<file path="config.mk">
export PLATFORM = sky130hd
export DESIGN_NAME = result_display_flat
export DESIGN_NICKNAME = d
export VERILOG_FILES = /design/src/rtl/result_display_pkg.sv /design/src/rtl/result_display_if.sv /design/src/rtl/result_display_bin2bcd_seq.sv /design/src/rtl/result_display.sv /design/src/flat_wrapper.sv
export SDC_FILE = /design/constraint.sdc
export NUM_CORES = 1
export LEC_CHECK = 0
export CORE_MARGIN = 2
export CORE_UTILIZATION = 55
export CTS_CLUSTER_DIAMETER = 80
export DETAILED_ROUTE_END_ITERATION = 8
export PLACE_DENSITY = 0.76
export SYNTH_ARGS = -nofsm -noshare
export SYNTH_HDL_FRONTEND = slang
export SYNTH_SLANG_ARGS = --single-unit
</file>
<file path="constraint.sdc">
create_clock -name clk -period 5.1 [get_ports clk]
set_clock_uncertainty 0.05 [all_clocks]
set_input_delay 0.51 -clock clk [delete_from_list [all_inputs] [get_ports clk]]
set_output_delay 0.51 -clock clk [all_outputs]
set_load 0.005 [all_outputs]
</file>
<file path="src/rtl/result_display_pkg.sv">
// Shared types and constants for the result display: FSM state encoding,
// 7-segment codes (a..g on bits 7..1, dp on bit 0) and digit enables.
package disp_pkg;

  typedef enum logic [1:0] {
    ST_IDLE    = 2'd0,
    ST_CONVERT = 2'd1,
    ST_SHOW    = 2'd2
  } state_t;

  localparam logic [7:0] SEG_0     = 8'hFC;
  localparam logic [7:0] SEG_1     = 8'h60;
  localparam logic [7:0] SEG_2     = 8'hDA;
  localparam logic [7:0] SEG_3     = 8'hF2;
  localparam logic [7:0] SEG_4     = 8'h66;
  localparam logic [7:0] SEG_5     = 8'hB6;
  localparam logic [7:0] SEG_6     = 8'hBE;
  localparam logic [7:0] SEG_7     = 8'hE0;
  localparam logic [7:0] SEG_8     = 8'hFE;
  localparam logic [7:0] SEG_9     = 8'hF6;
  localparam logic [7:0] SEG_BLANK = 8'h00;

  localparam logic [2:0] DIG_OFF   = 3'b000;
  localparam logic [2:0] DIG_ONES  = 3'b001;
  localparam logic [2:0] DIG_TENS  = 3'b010;
  localparam logic [2:0] DIG_HUNDS = 3'b100;

  // Decimal digit to segment pattern; non-decimal values show blank.
  function automatic logic [7:0] seg_code(input logic [3:0] val);
    logic [7:0] code;
    case (val)
      4'd0:    code = SEG_0;
      4'd1:    code = SEG_1;
      4'd2:    code = SEG_2;
      4'd3:    code = SEG_3;
      4'd4:    code = SEG_4;
      4'd5:    code = SEG_5;
      4'd6:    code = SEG_6;
      4'd7:    code = SEG_7;
      4'd8:    code = SEG_8;
      4'd9:    code = SEG_9;
      default: code = SEG_BLANK;
    endcase
    return code;
  endfunction

  // Scan position (0 = ones) to one-hot digit enable.
  function automatic logic [2:0] digit_onehot(input logic [1:0] pos);
    logic [2:0] dig;
    case (pos)
      2'd0:    dig = DIG_ONES;
      2'd1:    dig = DIG_TENS;
      2'd2:    dig = DIG_HUNDS;
      default: dig = DIG_OFF;
    endcase
    return dig;
  endfunction

endpackage

</file>
<file path="src/rtl/result_display_if.sv">
// Capture/display bundle between the result source and the display block.
interface result_display_if;
  logic       load;
  logic [7:0] r00;
  logic [7:0] r01;
  logic [7:0] r10;
  logic [7:0] r11;
  logic [2:0] digit;
  logic [7:0] seg_data;
  logic       busy;

  modport master (output load, r00, r01, r10, r11, input digit, seg_data, busy);
  modport slave  (input load, r00, r01, r10, r11, output digit, seg_data, busy);
endinterface

</file>
<file path="src/rtl/result_display_bin2bcd_seq.sv">
// Sequential double-dabble: 8-bit binary to 3 BCD digits, one iteration per
// cycle. A start pulse always (re)loads the operand, aborting any conversion.
module bin2bcd_seq (
  input  logic        clk,
  input  logic        rst,
  input  logic        start,
  input  logic [7:0]  bin,
  output logic        done,
  output logic [11:0] bcd
);
  logic [7:0]  shift_r;
  logic [11:0] bcd_r;
  logic [2:0]  iter_r;
  logic        run_r;
  logic        done_r;
  logic [11:0] adj_s;

  // Add-3 correction on every BCD nibble that is 5 or more before the shift.
  always_comb begin
    adj_s = bcd_r;
    for (int n = 0; n < 3; n++) begin
      if (bcd_r[4*n +: 4] >= 4'd5) begin
        adj_s[4*n +: 4] = bcd_r[4*n +: 4] + 4'd3;
      end else begin
        adj_s[4*n +: 4] = bcd_r[4*n +: 4];
      end
    end
  end

  // Iteration engine: load on start, shift 8 times, pulse done on the last.
  always_ff @(posedge clk or negedge rst) begin
    if (!rst) begin
      shift_r <= 8'd0;
      bcd_r   <= 12'd0;
      iter_r  <= 3'd0;
      run_r   <= 1'b0;
      done_r  <= 1'b0;
    end else if (start) begin
      shift_r <= bin;
      bcd_r   <= 12'd0;
      iter_r  <= 3'd0;
      run_r   <= 1'b1;
      done_r  <= 1'b0;
    end else if (run_r) begin
      {bcd_r, shift_r} <= {adj_s[10:0], shift_r, 1'b0};
      iter_r           <= iter_r + 3'd1;
      if (iter_r == 3'd7) begin
        run_r  <= 1'b0;
        done_r <= 1'b1;
      end else begin
        done_r <= 1'b0;
      end
    end else begin
      done_r <= 1'b0;
    end
  end

  assign done = done_r;
  assign bcd  = bcd_r;
endmodule

</file>
<file path="src/rtl/result_display.sv">
// Captures four 8-bit results, converts the current one to BCD and scans it
// onto a 3-digit multiplexed 7-segment display, rotating through the four.
module result_display
  import disp_pkg::*;
#(
  parameter int SCAN_DIV = 10000,
  parameter int DWELL    = 50000000
) (
  input logic              clk,
  input logic              rst,
  result_display_if.slave  bus
);
  localparam int DW_W = $clog2(DWELL);
  localparam int SC_W = $clog2(SCAN_DIV);

  state_t          state_r;
  logic [1:0]      idx_r;
  logic [7:0]      cap_r [4];
  logic [11:0]     shadow_r;
  logic            shadow_vld_r;
  logic [DW_W-1:0] dwell_r;
  logic [SC_W-1:0] scan_cnt_r;
  logic [1:0]      scan_sel_r;
  logic [2:0]      digit_r;
  logic [7:0]      seg_r;
  logic            busy_r;

  logic            wrap_s;
  logic [1:0]      idx_nxt_s;
  logic            start_s;
  logic [7:0]      bin_s;
  logic            bcd_done_s;
  logic [11:0]     bcd_s;
  logic [3:0]      nib_s;
  logic            blank_s;
  logic            dp_s;
  logic [7:0]      seg_s;
  logic [2:0]      digit_s;

  // Conversion start: a load (new data, index 0) wins over a dwell wrap.
  always_comb begin
    wrap_s    = (state_r == ST_SHOW) && (dwell_r == DW_W'(DWELL - 1));
    idx_nxt_s = idx_r + 2'd1;
    start_s   = bus.load | wrap_s;
    if (bus.load) begin
      bin_s = bus.r00;
    end else begin
      bin_s = cap_r[idx_nxt_s];
    end
  end

  bin2bcd_seq u_bin2bcd (
    .clk   (clk),
    .rst   (rst),
    .start (start_s),
    .bin   (bin_s),
    .done  (bcd_done_s),
    .bcd   (bcd_s)
  );

  // Main FSM: capture, conversion tracking, atomic shadow update and dwell.
  always_ff @(posedge clk or negedge rst) begin
    if (!rst) begin
      state_r      <= ST_IDLE;
      idx_r        <= 2'd0;
      cap_r[0]     <= 8'd0;
      cap_r[1]     <= 8'd0;
      cap_r[2]     <= 8'd0;
      cap_r[3]     <= 8'd0;
      shadow_r     <= 12'd0;
      shadow_vld_r <= 1'b0;
      dwell_r      <= '0;
      busy_r       <= 1'b0;
    end else if (bus.load) begin
      cap_r[0] <= bus.r00;
      cap_r[1] <= bus.r01;
      cap_r[2] <= bus.r10;
      cap_r[3] <= bus.r11;
      idx_r    <= 2'd0;
      dwell_r  <= '0;
      state_r  <= ST_CONVERT;
    end else begin
      case (state_r)
        ST_IDLE: begin
          state_r <= ST_IDLE;
        end
        ST_CONVERT: begin
          if (bcd_done_s) begin
            shadow_r     <= bcd_s;
            shadow_vld_r <= 1'b1;
            busy_r       <= 1'b0;
            dwell_r      <= '0;
            state_r      <= ST_SHOW;
          end else begin
            busy_r <= 1'b1;
          end
        end
        ST_SHOW: begin
          if (wrap_s) begin
            idx_r   <= idx_nxt_s;
            dwell_r <= '0;
            state_r <= ST_CONVERT;
          end else begin
            dwell_r <= dwell_r + DW_W'(1);
          end
        end
        default: begin
          state_r <= ST_IDLE;
        end
      endcase
    end
  end

  // Digit scan: parked on the ones position while idle, free-running otherwise.
  always_ff @(posedge clk or negedge rst) begin
    if (!rst) begin
      scan_cnt_r <= '0;
      scan_sel_r <= 2'd0;
    end else if (state_r == ST_IDLE) begin
      scan_cnt_r <= '0;
      scan_sel_r <= 2'd0;
    end else if (scan_cnt_r == SC_W'(SCAN_DIV - 1)) begin
      scan_cnt_r <= '0;
      if (scan_sel_r == 2'd2) begin
        scan_sel_r <= 2'd0;
      end else begin
        scan_sel_r <= scan_sel_r + 2'd1;
      end
    end else begin
      scan_cnt_r <= scan_cnt_r + SC_W'(1);
    end
  end

  // Segment pattern for the scanned digit with leading-zero blanking and dp.
  always_comb begin
    case (scan_sel_r)
      2'd0: begin
        nib_s   = shadow_r[3:0];
        blank_s = 1'b0;
      end
      2'd1: begin
        nib_s   = shadow_r[7:4];
        blank_s = (shadow_r[11:8] == 4'd0) && (shadow_r[7:4] == 4'd0);
      end
      2'd2: begin
        nib_s   = shadow_r[11:8];
        blank_s = (shadow_r[11:8] == 4'd0);
      end
      default: begin
        nib_s   = shadow_r[3:0];
        blank_s = 1'b0;
      end
    endcase
    dp_s = (idx_r == scan_sel_r);
    if ((state_r == ST_IDLE) || !shadow_vld_r) begin
      seg_s = SEG_BLANK;
    end else if (blank_s) begin
      seg_s = SEG_BLANK | {7'd0, dp_s};
    end else begin
      seg_s = seg_code(nib_s) | {7'd0, dp_s};
    end
    if (state_r == ST_IDLE) begin
      digit_s = DIG_OFF;
    end else begin
      digit_s = digit_onehot(scan_sel_r);
    end
  end

  // Registered display pins.
  always_ff @(posedge clk or negedge rst) begin
    if (!rst) begin
      digit_r <= DIG_OFF;
      seg_r   <= SEG_BLANK;
    end else begin
      digit_r <= digit_s;
      seg_r   <= seg_s;
    end
  end

  assign bus.digit    = digit_r;
  assign bus.seg_data = seg_r;
  assign bus.busy     = busy_r;
endmodule
</file>
<file path="src/flat_wrapper.sv">
// flat-port wrapper written by rule: the top's interface ports become plain ports
module result_display_flat import disp_pkg::*;
#(
  parameter int SCAN_DIV = 10000,
  parameter int DWELL    = 50000000
)
  (clk, rst, bus_load, bus_r00, bus_r01, bus_r10, bus_r11, bus_digit, bus_seg_data, bus_busy);
  result_display_if bus_i ();
  input logic clk;
  input logic rst;
  input wire logic [$bits(bus_i.load)-1:0] bus_load;
  input wire logic [$bits(bus_i.r00)-1:0] bus_r00;
  input wire logic [$bits(bus_i.r01)-1:0] bus_r01;
  input wire logic [$bits(bus_i.r10)-1:0] bus_r10;
  input wire logic [$bits(bus_i.r11)-1:0] bus_r11;
  output wire logic [$bits(bus_i.digit)-1:0] bus_digit;
  output wire logic [$bits(bus_i.seg_data)-1:0] bus_seg_data;
  output wire logic [$bits(bus_i.busy)-1:0] bus_busy;
  assign bus_i.load = bus_load;
  assign bus_i.r00 = bus_r00;
  assign bus_i.r01 = bus_r01;
  assign bus_i.r10 = bus_r10;
  assign bus_i.r11 = bus_r11;
  assign bus_digit = bus_i.digit;
  assign bus_seg_data = bus_i.seg_data;
  assign bus_busy = bus_i.busy;
  result_display #(.SCAN_DIV(SCAN_DIV), .DWELL(DWELL)) u_core (.clk(clk), .rst(rst), .bus(bus_i));
endmodule
</file>
# Yosys cells after proc, flatten, opt, wreduce, memory -nomap -nowiden
# Memories as Yosys holds them, arrays and structs flattened.
# Index checks and enable logic that the tools add are counted.
[word_totals]
n_memories = 1
romBits = 112
elab_cells = 108
output_inout_bits = 12
register_bits = 128
inputBits = 35
[op_classes]
addsub = 8
reduce_logical = 18
bitwise_logic = 4
muxes = 44
eq_ne = 10
order_cmp = 4
[mem_list]
columns = ["memory", "depth", "word_bits", "rd", "rd_clocked_by_memory_dff", "write_ports", "line_no", "text"]
rows = [
  ["(name not given)", 16, 7, 1, 0, 0, "result_display_pkg.sv:31", "case (val)"],
]
[op_table]
columns = ["op", "n"]
rows = [
  ["two-way mux 26 bit", 3],
  ["two-way mux 8 bit", 9],
  ["one-hot mux 26 bit (2 select lines)", 1],
  ["two-way mux 14 bit", 2],
  ["adder 26 x 1 -> 26 bit (second input constant)", 1],
  ["equality test 26 bit (second input constant)", 1],
  ["two-way mux 12 bit", 2],
  ["two-way mux 2 bit", 9],
  ["binary-select mux 8 bit (select 2 bit)", 1],
  ["adder 14 x 1 -> 14 bit (second input constant)", 1],
  ["equality test 14 bit (second input constant)", 1],
  ["greater-or-equal comparator 4 x 3 -> 1 bit (second input constant)", 3],
  ["two-way mux 3 bit", 4],
  ["one-hot mux 3 bit (3 select lines)", 1],
  ["adder 4 x 2 -> 4 bit (second input constant)", 2],
  ["zero test 4 bit", 2],
  ["two-way mux 4 bit", 2],
  ["bitwise OR 8 x 1 -> 8 bit", 1],
  ["one-hot mux 4 bit (2 select lines)", 1],
  ["AND reduction 2 bit", 4],
  ["nonzero test 2 bit", 4],
  ["two-way mux 1 bit", 7],
  ["adder 2 x 1 -> 2 bit (second input constant)", 2],
  ["equality test 2 x 1 -> 1 bit (second input constant)", 2],
  ["19 further kinds", 22],
]

# Depth between registers and ports, before layout
# Gate-level depths: netlist of run 1.
[logic_depth]
word_depth = 8
depth_mapped = 9

# Cells and area by module
# A second synthesis of run 1 with hierarchy kept.
[hier_totals]
cells_unflattened = 592
hier_area_um2 = 6399.9
[by_module_without_submodules]
columns = ["mod", "n_inst", "area_each_um2", "cells_per_inst"]
rows = [
  ["result_display", 1, 5077.4, 458],
  ["bin2bcd_seq", 1, 1322.5, 134],
]

# Worst setup path after synthesis of run 1
# Ideal clock, no wire load.
[synth_timing]
path_type = "reg-to-reg"
start = "register u_core.scan_sel_r[0]"
end = "register u_core.seg_r[4] (netlist: u_core.bus.seg_data[4])"
stages_incl_launch_ff = 9
period_less_slack_ps = 2419
setup_time_ps = 95
t_required_ps = 4955
path_slack_ps = 2681
n_path_buf = 1
arrival_time_ps = 2274
path_cell_list = "dfrtp_1 inv_1 ha_1 clkbuf_1 mux2i_1 inv_1 ha_1 mux2_2 a211oi_1"
[synth_between]
elab_chain_cells = 8
[synth_rtl]
columns = ["element", "line_no", "text"]
rows = [
  ["start, declared", "result_display.sv:23", "logic [1:0] scan_sel_r;"],
  ["start signal, assigned", "result_display.sv:127", "scan_sel_r <= scan_sel_r + 2'd1;"],
  ["equality test 2 bit or equality test 2 x 1 -> 1 bit (tied branches)", "result_display.sv:136", "case (scan_sel_r)"],
  ["one-hot mux 4 bit (2 select lines)", "result_display.sv:136", ""],
  ["memory read (16 x 7 bit)", "-", ""],
  ["two-way mux 8 bit", "result_display.sv:157", "end else if (blank_s) begin"],
  ["two-way mux 8 bit", "result_display.sv:155", "if ((state_r == ST_IDLE) || !shadow_vld_r) begin"],
  ["bitwise OR 8 x 1 -> 8 bit", "result_display.sv:160", "seg_s = seg_code(nib_s) | {7'd0, dp_s};"],
  ["two-way mux 8 bit *", "result_display.sv:157", ""],
  ["two-way mux 8 bit *", "result_display.sv:155", ""],
  ["via u_core.seg_s[4]", "result_display.sv:37", "logic [7:0] seg_s;"],
  ["end signal, assigned", "result_display.sv:176", "seg_r <= seg_s;"],
  ["end, declared", "result_display.sv:25", "logic [7:0] seg_r;"],
]
# Mark *: on every way through the listed nets, which the timed path passes. The rest lies on a longest branch. The select of a mux whose other input is x is not followed.
# A chain may end at the register's enable or synchronous reset.

# Worst setup path after layout of run 1
[layout_timing]
start = "register u_core.dwell_r[0]"
end = "register u_core.dwell_r[24]"
[layout_between]
elab_chain_cells = 5
[layout_rtl]
columns = ["element", "line_no", "text"]
rows = [
  ["start, declared", "result_display.sv:21", "logic [DW_W-1:0] dwell_r;"],
  ["start signal, assigned", "result_display.sv:104", "dwell_r <= dwell_r + DW_W'(1);"],
  ["branches (longest 2 deep; another with adder 26 x 1 -> 26 bit)", "-", ""],
  ["two-way mux 26 bit *", "result_display.sv:99", "if (wrap_s) begin"],
  ["one-hot mux 26 bit (2 select lines) *", "result_display.sv:83", "case (state_r)"],
  ["two-way mux 26 bit *", "result_display.sv:74", "end else if (bus.load) begin"],
]
# Every way passes the cells marked *.

==> results of run 1 <==
==> cell families (layout without fill, tap and decap cells) <==
logic type / after synthesis / after routing
fa+ha+maj: 21 / 21
buf+inv: 47 / 106
compound gates: 82 / 82
flops: 128 / 128
xor+xnor: 34 / 34
simple gates: 179 / 179
mux: 79 / 79
==> flip-flops by register name, summed over array words and instances, names as in the netlist <==
register and cells:
u_core.shadow_vld_r 1, u_core.bus.busy 1, u_core.bus.digit 3, u_core.u_bin2bcd.iter_r 3
u_core.u_bin2bcd.bcd 12, u_core.shadow_r 12, u_core.scan_sel_r 2, u_core.u_bin2bcd.run_r 1
u_core.idx_r 2, u_core.u_bin2bcd.shift_r 8, u_core.state_r 2, u_core.cap_r 32
u_core.u_bin2bcd.done 1, u_core.dwell_r 26, u_core.scan_cnt_r 14, u_core.bus.seg_data 8
==> cells in the mapped netlist, drive strengths merged, types with 4 or more instances <==
library cell  count
a22o              6
nor2b             4
clkbuf           11
nand2            26
buf              11
mux2i            25
dfrtp           128
a211oi            5
a21oi            21
nand3            22
nand2b            7
mux2             46
xnor2            14
nand4            20
o21ai            28
inv              25
and3             11
xor2             20
mux4              8
a31oi             8
nor2             60
nor3              4
ha               21
==> worst min path at each step <==
stage	start	end	slack, ns	cells after the start
2_1_floorplan	rst	u_core.bus.busy	0.16	0
3_3_place_gp	u_core.scan_cnt_r[0]	u_core.scan_cnt_r[0]	0.41	1
3_5_place_dp	u_core.scan_cnt_r[0]	u_core.scan_cnt_r[0]	0.42	1
4_1_cts	rst	u_core.dwell_r[14]	0.27	1
5_1_grt	rst	u_core.dwell_r[14]	0.32	1
6_report	rst	u_core.dwell_r[14]	0.23	1
==> where the power goes <==
| group | switching [mW] | internal [mW] |
|---|---|---|
| clock | 0.453 | 0.709 |
| combinational | 0.115 | 0.131 |
| sequential | 0.0585 | 1.09 |
==> critical path, stage by stage (launching register included) <==
cell,delay (ns)
dfrtp_1,0.44
ha_1,0.33
nand4_1,0.18
nor4_4,0.09
a211oi_2,0.96
o21ai_0,0.27
a31oi_1,0.25
==> area by class of cell <==
class	count	area [um^2]	share of cell area
clock buffers	20	467	0.0623
repair buffers	49	475	0.0635
multi-input cells	395	2960	0.396
flip-flops and latches	128	3200	0.428
clock inverters	12	110	0.0147
inverters	25	93.8	0.0125
well taps	143	179	0.0239
==> metal layers <==
metal  wire length, um  GRT usage  up-vias
met4               121     0.0823        0
met2              6190      0.352       69
li1                  -          -     2135
met3               438     0.0572        8
met5                 0          0        -
met1              5500      0.271     2220
==> cells in the final DEF (no fill, tap or decap), drive strengths merged, types with 21 or more instances in the layout <==
master           n
dfrtp          128
nor2            60
mux2            46
clkdlybuf4s50   44
o21ai           28
nand2           26
inv             26
mux2i           25
nand3           22
a21oi           21
ha              21
==> results.json, run 1 <==
{
  "status": "finished clean",
  "die_x_um": 112,
  "timing.slew.headroom": 0.216,
  "start_kind": "register",
  "cts_max_level": 4,
  "num_rows": 39,
  "synth.avg_cell_area_um2": 11.2,
  "cp_data_arrival_time_ns": 2.93,
  "grt_pass1_vias": 4542,
  "drt_iter0_drc": 240,
  "synth_seq_cells": 128,
  "path_clk_slew_ns": 0.06,
  "dp_slack_ns": 2.38,
  "hold_ws_ns": 0.232,
  "r2r_start": "u_core.dwell_r[0]",
  "path_class": "register to register",
  "synthFlopType": "dfrtp_1",
  "synth_top_family_by_area": "simple AND/OR/NAND/NOR gates",
  "layout-drive-gt1-share": 0.156,
  "endpoint": "u_core.dwell_r[24]",
  "synthCells": 570,
  "cellPowerDensity_mw_per_mm2": 341,
  "antenna_found_initial": 0,
  "yosysSeqAreaShare": 0.503,
  "min_period_ns": 2.66,
  "leakage_nw": 3.38,
  "critPathMaxFanout": 19,
  "wl_per_cell_um": 15.9,
  "cts_tree": "built",
  "drt_first_pass_iters": 5,
  "stdcell_count": 772,
  "fin_area_mm2": 0.00749,
  "grt_max_degree": 86,
  "synthAdderAreaFrac": 0.0413,
  "cts-hold-fix-buffers": 0,
  "core_region_area_mm2": 0.0114,
  "cts_buffers": 17,
  "irDropWorstVdd_v": 0.000310,
  "antenna_cells": 0,
  "hold_viol": 0,
  "syn2layout_area_growth_pct": 17.6,
  "cts_resized": 0,
  "io_pins": 47,
  "fin_total_pwr_mw": 2.56,
  "synth_mux_area_frac": 0.149,
  "worstPathRequired_ns": 5.37,
  "clk_latency_ns": 0.42,
  "grt_pass1_wl_mm": 21.2,
  "drv_cap": 0,
  "overflow": 0,
  "worstSetupEndpointType": "register",
  "grt.total_usage": 0.213,
  "dp_cells": 740,
  "worstReg2RegEnd": "u_core.dwell_r[24]",
  "maxSlewViolCount": 0,
  "cts_buffer_depth": 2,
  "drc_errors": 0,
  "vias_per_cell": 5.74,
  "synth_compound_area_frac": 0.0788,
  "synth_nets": 626,
  "rsz0062_at_grt": "no",
  "synth-simple-area-share": 0.150,
  "portBuffers": 46,
  "ys_types": 58,
  "gp_congestion": 0.844,
  "fillCellCount": 870,
  "die_area_mm2": 0.0125,
  "antenna_left": 0,
  "synth_edf_count": 0,
  "cts_sinks": 128,
  "die_h_um": 112,
  "worstMarginPinSlew_ns": 1.17,
  "cts_setup_buffers": 0,
  "regToRegSetupSlack_ns": 2.44,
  "synth_area_mm2": 0.00637,
  "cts_root_buf": "clkbuf_16",
  "place_area_mm2": 0.00691,
  "finalSetupViolations": 0,
  "synth_area_leaders": "dfrtp_1 50%, mux2_2 8.1%, ha_1 4.1%",
  "start_util": 0.560,
  "synthArstFlopShare": 1.00,
  "drt-total-wl_mm": 12.2,
  "dp_hpwl_mm": 8.14,
  "reg2regPathDepth": 6,
  "nNetsFinal": 672,
  "yosysWarnings": 0,
  "hp-class": "primary input to asynchronous set/reset pin",
  "synth_top_area_share": 0.503,
  "vias": 4432,
  "synth_xor_area_frac": 0.0468,
  "worst_slack_ns": 2.44,
  "synth_top_area_cell": "dfrtp_1",
  "final_core_util": 0.659,
  "fin_tns_setup_ns": 0,
  "cp-startpoint": "u_core.dwell_r[0]",
  "max_freq_mhz": 376,
  "min_period_over_period": 0.521
}
Power figures use the tool's default switching activity.
==> run 2, diff against run 1 <==
==> constraint.sdc (replaced) <==
create_clock -name clk -period 2.8 [get_ports clk]
set_clock_uncertainty 0.05 [all_clocks]
set_input_delay 0.28 -clock clk [delete_from_list [all_inputs] [get_ports clk]]
set_output_delay 0.28 -clock clk [all_outputs]
set_load 0.005 [all_outputs]
==> run 2 against run 1 <==
Effect of this change: first-iteration DRC count is 30% higher; combinational power up 88%; clock power is 110% higher; non-clock buffer count up 9; global-route usage rose by 1.3 points; register-to-register slack worse by 2.1 ns; critical endpoint is now u_core.bus.seg_data[4]; largest power group unchanged.
==> results.json, run 2 (synthesis results as in run 1) <==
{
  "rsz0062_at_grt": "no",
  "antenna_left": 0,
  "cts_buffers": 17,
  "finalSetupViolations": 0,
  "gr-max-usage-layer": "met2",
  "vias": 4486,
  "cts_resized": 0,
  "hold_viol": 0,
  "antenna_found_initial": 0,
  "r2r_start": "u_core.scan_sel_r[0]",
  "grt.total_usage": 0.226,
  "num_rows": 39,
  "grt_pass1_wl_mm": 22.5,
  "overflow": 0,
  "wl_per_cell_um": 16.4,
  "power.share.clock": 0.487,
  "maxSlewViolCount": 0,
  "start_util": 0.560,
  "min_period_over_period": 0.870,
  "path_clk_slew_ns": 0.06,
  "clk_latency_ns": 0.42,
  "drt-total-wl_mm": 12.8,
  "drt_first_pass_iters": 4,
  "worstSetupEndpointType": "register",
  "worstMarginPinSlew_ns": 0.738,
  "portBuffers": 46,
  "antenna_cells": 0,
  "gp_congestion": 0.889,
  "cp_data_arrival_time_ns": 2.70,
  "largest_reg_flops": 32,
  "die_area_mm2": 0.0125,
  "p_int_mw": 3.87,
  "die_h_um": 112,
  "drt_iter0_drc": 313,
  "fin_tns_setup_ns": 0,
  "seqPwrFrac": 0.420,
  "reg_top3": "u_core.cap_r x32, u_core.dwell_r x26, u_core.scan_cnt_r x14",
  "use_met1": 0.286,
  "cts_max_level": 4,
  "dp_hpwl_mm": 8.61,
  "regMostFlops": "u_core.cap_r",
  "cts_setup_buffers": 0,
  "syn2layout_area_growth_pct": 20.2,
  "nNetsFinal": 681,
  "met3_usage": 0.0588,
  "drv_cap": 0,
  "final_cell_mix": "128 x dfrtp_1, 59 x nor2_1, 46 x mux2_2",
  "path_class": "register to register",
  "timing.slew.headroom": 0.505,
  "core_region_area_mm2": 0.0114,
  "grt_max_degree": 67,
  "hp-class": "primary input to register",
  "worstPathRequired_ns": 3.06,
  "cp-startpoint": "u_core.scan_sel_r[0]",
  "worst_slack_ns": 0.364,
  "switching_share": 0.225,
  "final_common_cell": "dfrtp_1",
  "grt_pass1_vias": 4712,
  "drc_errors": 0,
  "gr-usage-met2": 0.376,
  "start_kind": "register",
  "leakage_nw": 3.46,
  "max_freq_mhz": 411,
  "min_period_ns": 2.44,
  "cts_sinks": 128,
  "io_pins": 47,
  "switchingPower_mw": 1.12,
  "cts_root_buf": "clkbuf_16",
  "cts_buffer_depth": 2,
  "layout-drive-gt1-share": 0.163,
  "die_x_um": 112,
  "irDropWorstVdd_v": 0.000570,
  "cts-hold-fix-buffers": 1,
  "vias_per_cell": 5.75,
  "combPwrFrac": 0.093,
  "critPathMaxFanout": 5,
  "cellPowerDensity_mw_per_mm2": 652,
  "hp-start": "bus_load",
  "status": "finished clean",
  "dp_slack_ns": 0.393,
  "cts_tree": "built"
}
[run 2: per-layer routing]
layer / part of all wire / wire (um)
met3: 0.041 / 527
met2: 0.50 / 6390
met5: 0 / 0
met1: 0.44 / 5630
met4: 0.016 / 208
[run 2: path summary, 6_finish.rpt]
kind / endpoint / slack, ns / cells past startpoint
max in group asynchronous: u_core.scan_cnt_r[3] / 1.64 / 3
hold / removal: u_core.u_bin2bcd.shift_r[1] / 0.19 / 3
min in group asynchronous: u_core.dwell_r[15] / 0.30 / 2
setup reg to reg: u_core.bus.seg_data[4] / 0.36 / 7
hold reg to reg: u_core.dwell_r[25] / 0.45 / 1
setup / recovery: u_core.bus.seg_data[4] / 0.36 / 7
[run 2: final cells by class]
cell class	count	area [um^2]
clock buffers	24	512
clock inverters	7	146
fillers	826	3710
inverters	25	93.8
multi-input cells	395	2960
flip-flops and latches	128	3200
well taps	143	179
repair buffers	58	558
[run 2: power groups by stage]
stage	logic (mW)	clock network, mW	registers [mW]
floorplan	0.299	0	2.09
global placement	0.446	0	2.11
detailed placement	0.466	0	2.12
CTS	0.471	2.47	2.09
global route	0.521	2.55	2.11
finish	0.462	2.43	2.09
[run 2: critical path: stages, from the launching register on]
cell and delay, ns:
dfrtp_1 0.43, inv_1 0.12, ha_1 0.42, mux2i_1 0.42, inv_1 0.12, ha_1 0.23
mux2_2 0.27, a211oi_1 0.28
[run 2: through the flow]
stage	util	instance area (um^2)	instances	hold WS, ns	power (mW)
finish	0.673	7650	780	0.186	4.99
global route	0.673	7650	780	0.191	5.19
CTS	0.673	7650	780	0.166	5.03
global placement	0.615	6990	748	0.205	2.56
floorplan	-	6370	570	-0.0656	2.39
detailed placement	0.615	6990	748	0.210	2.59
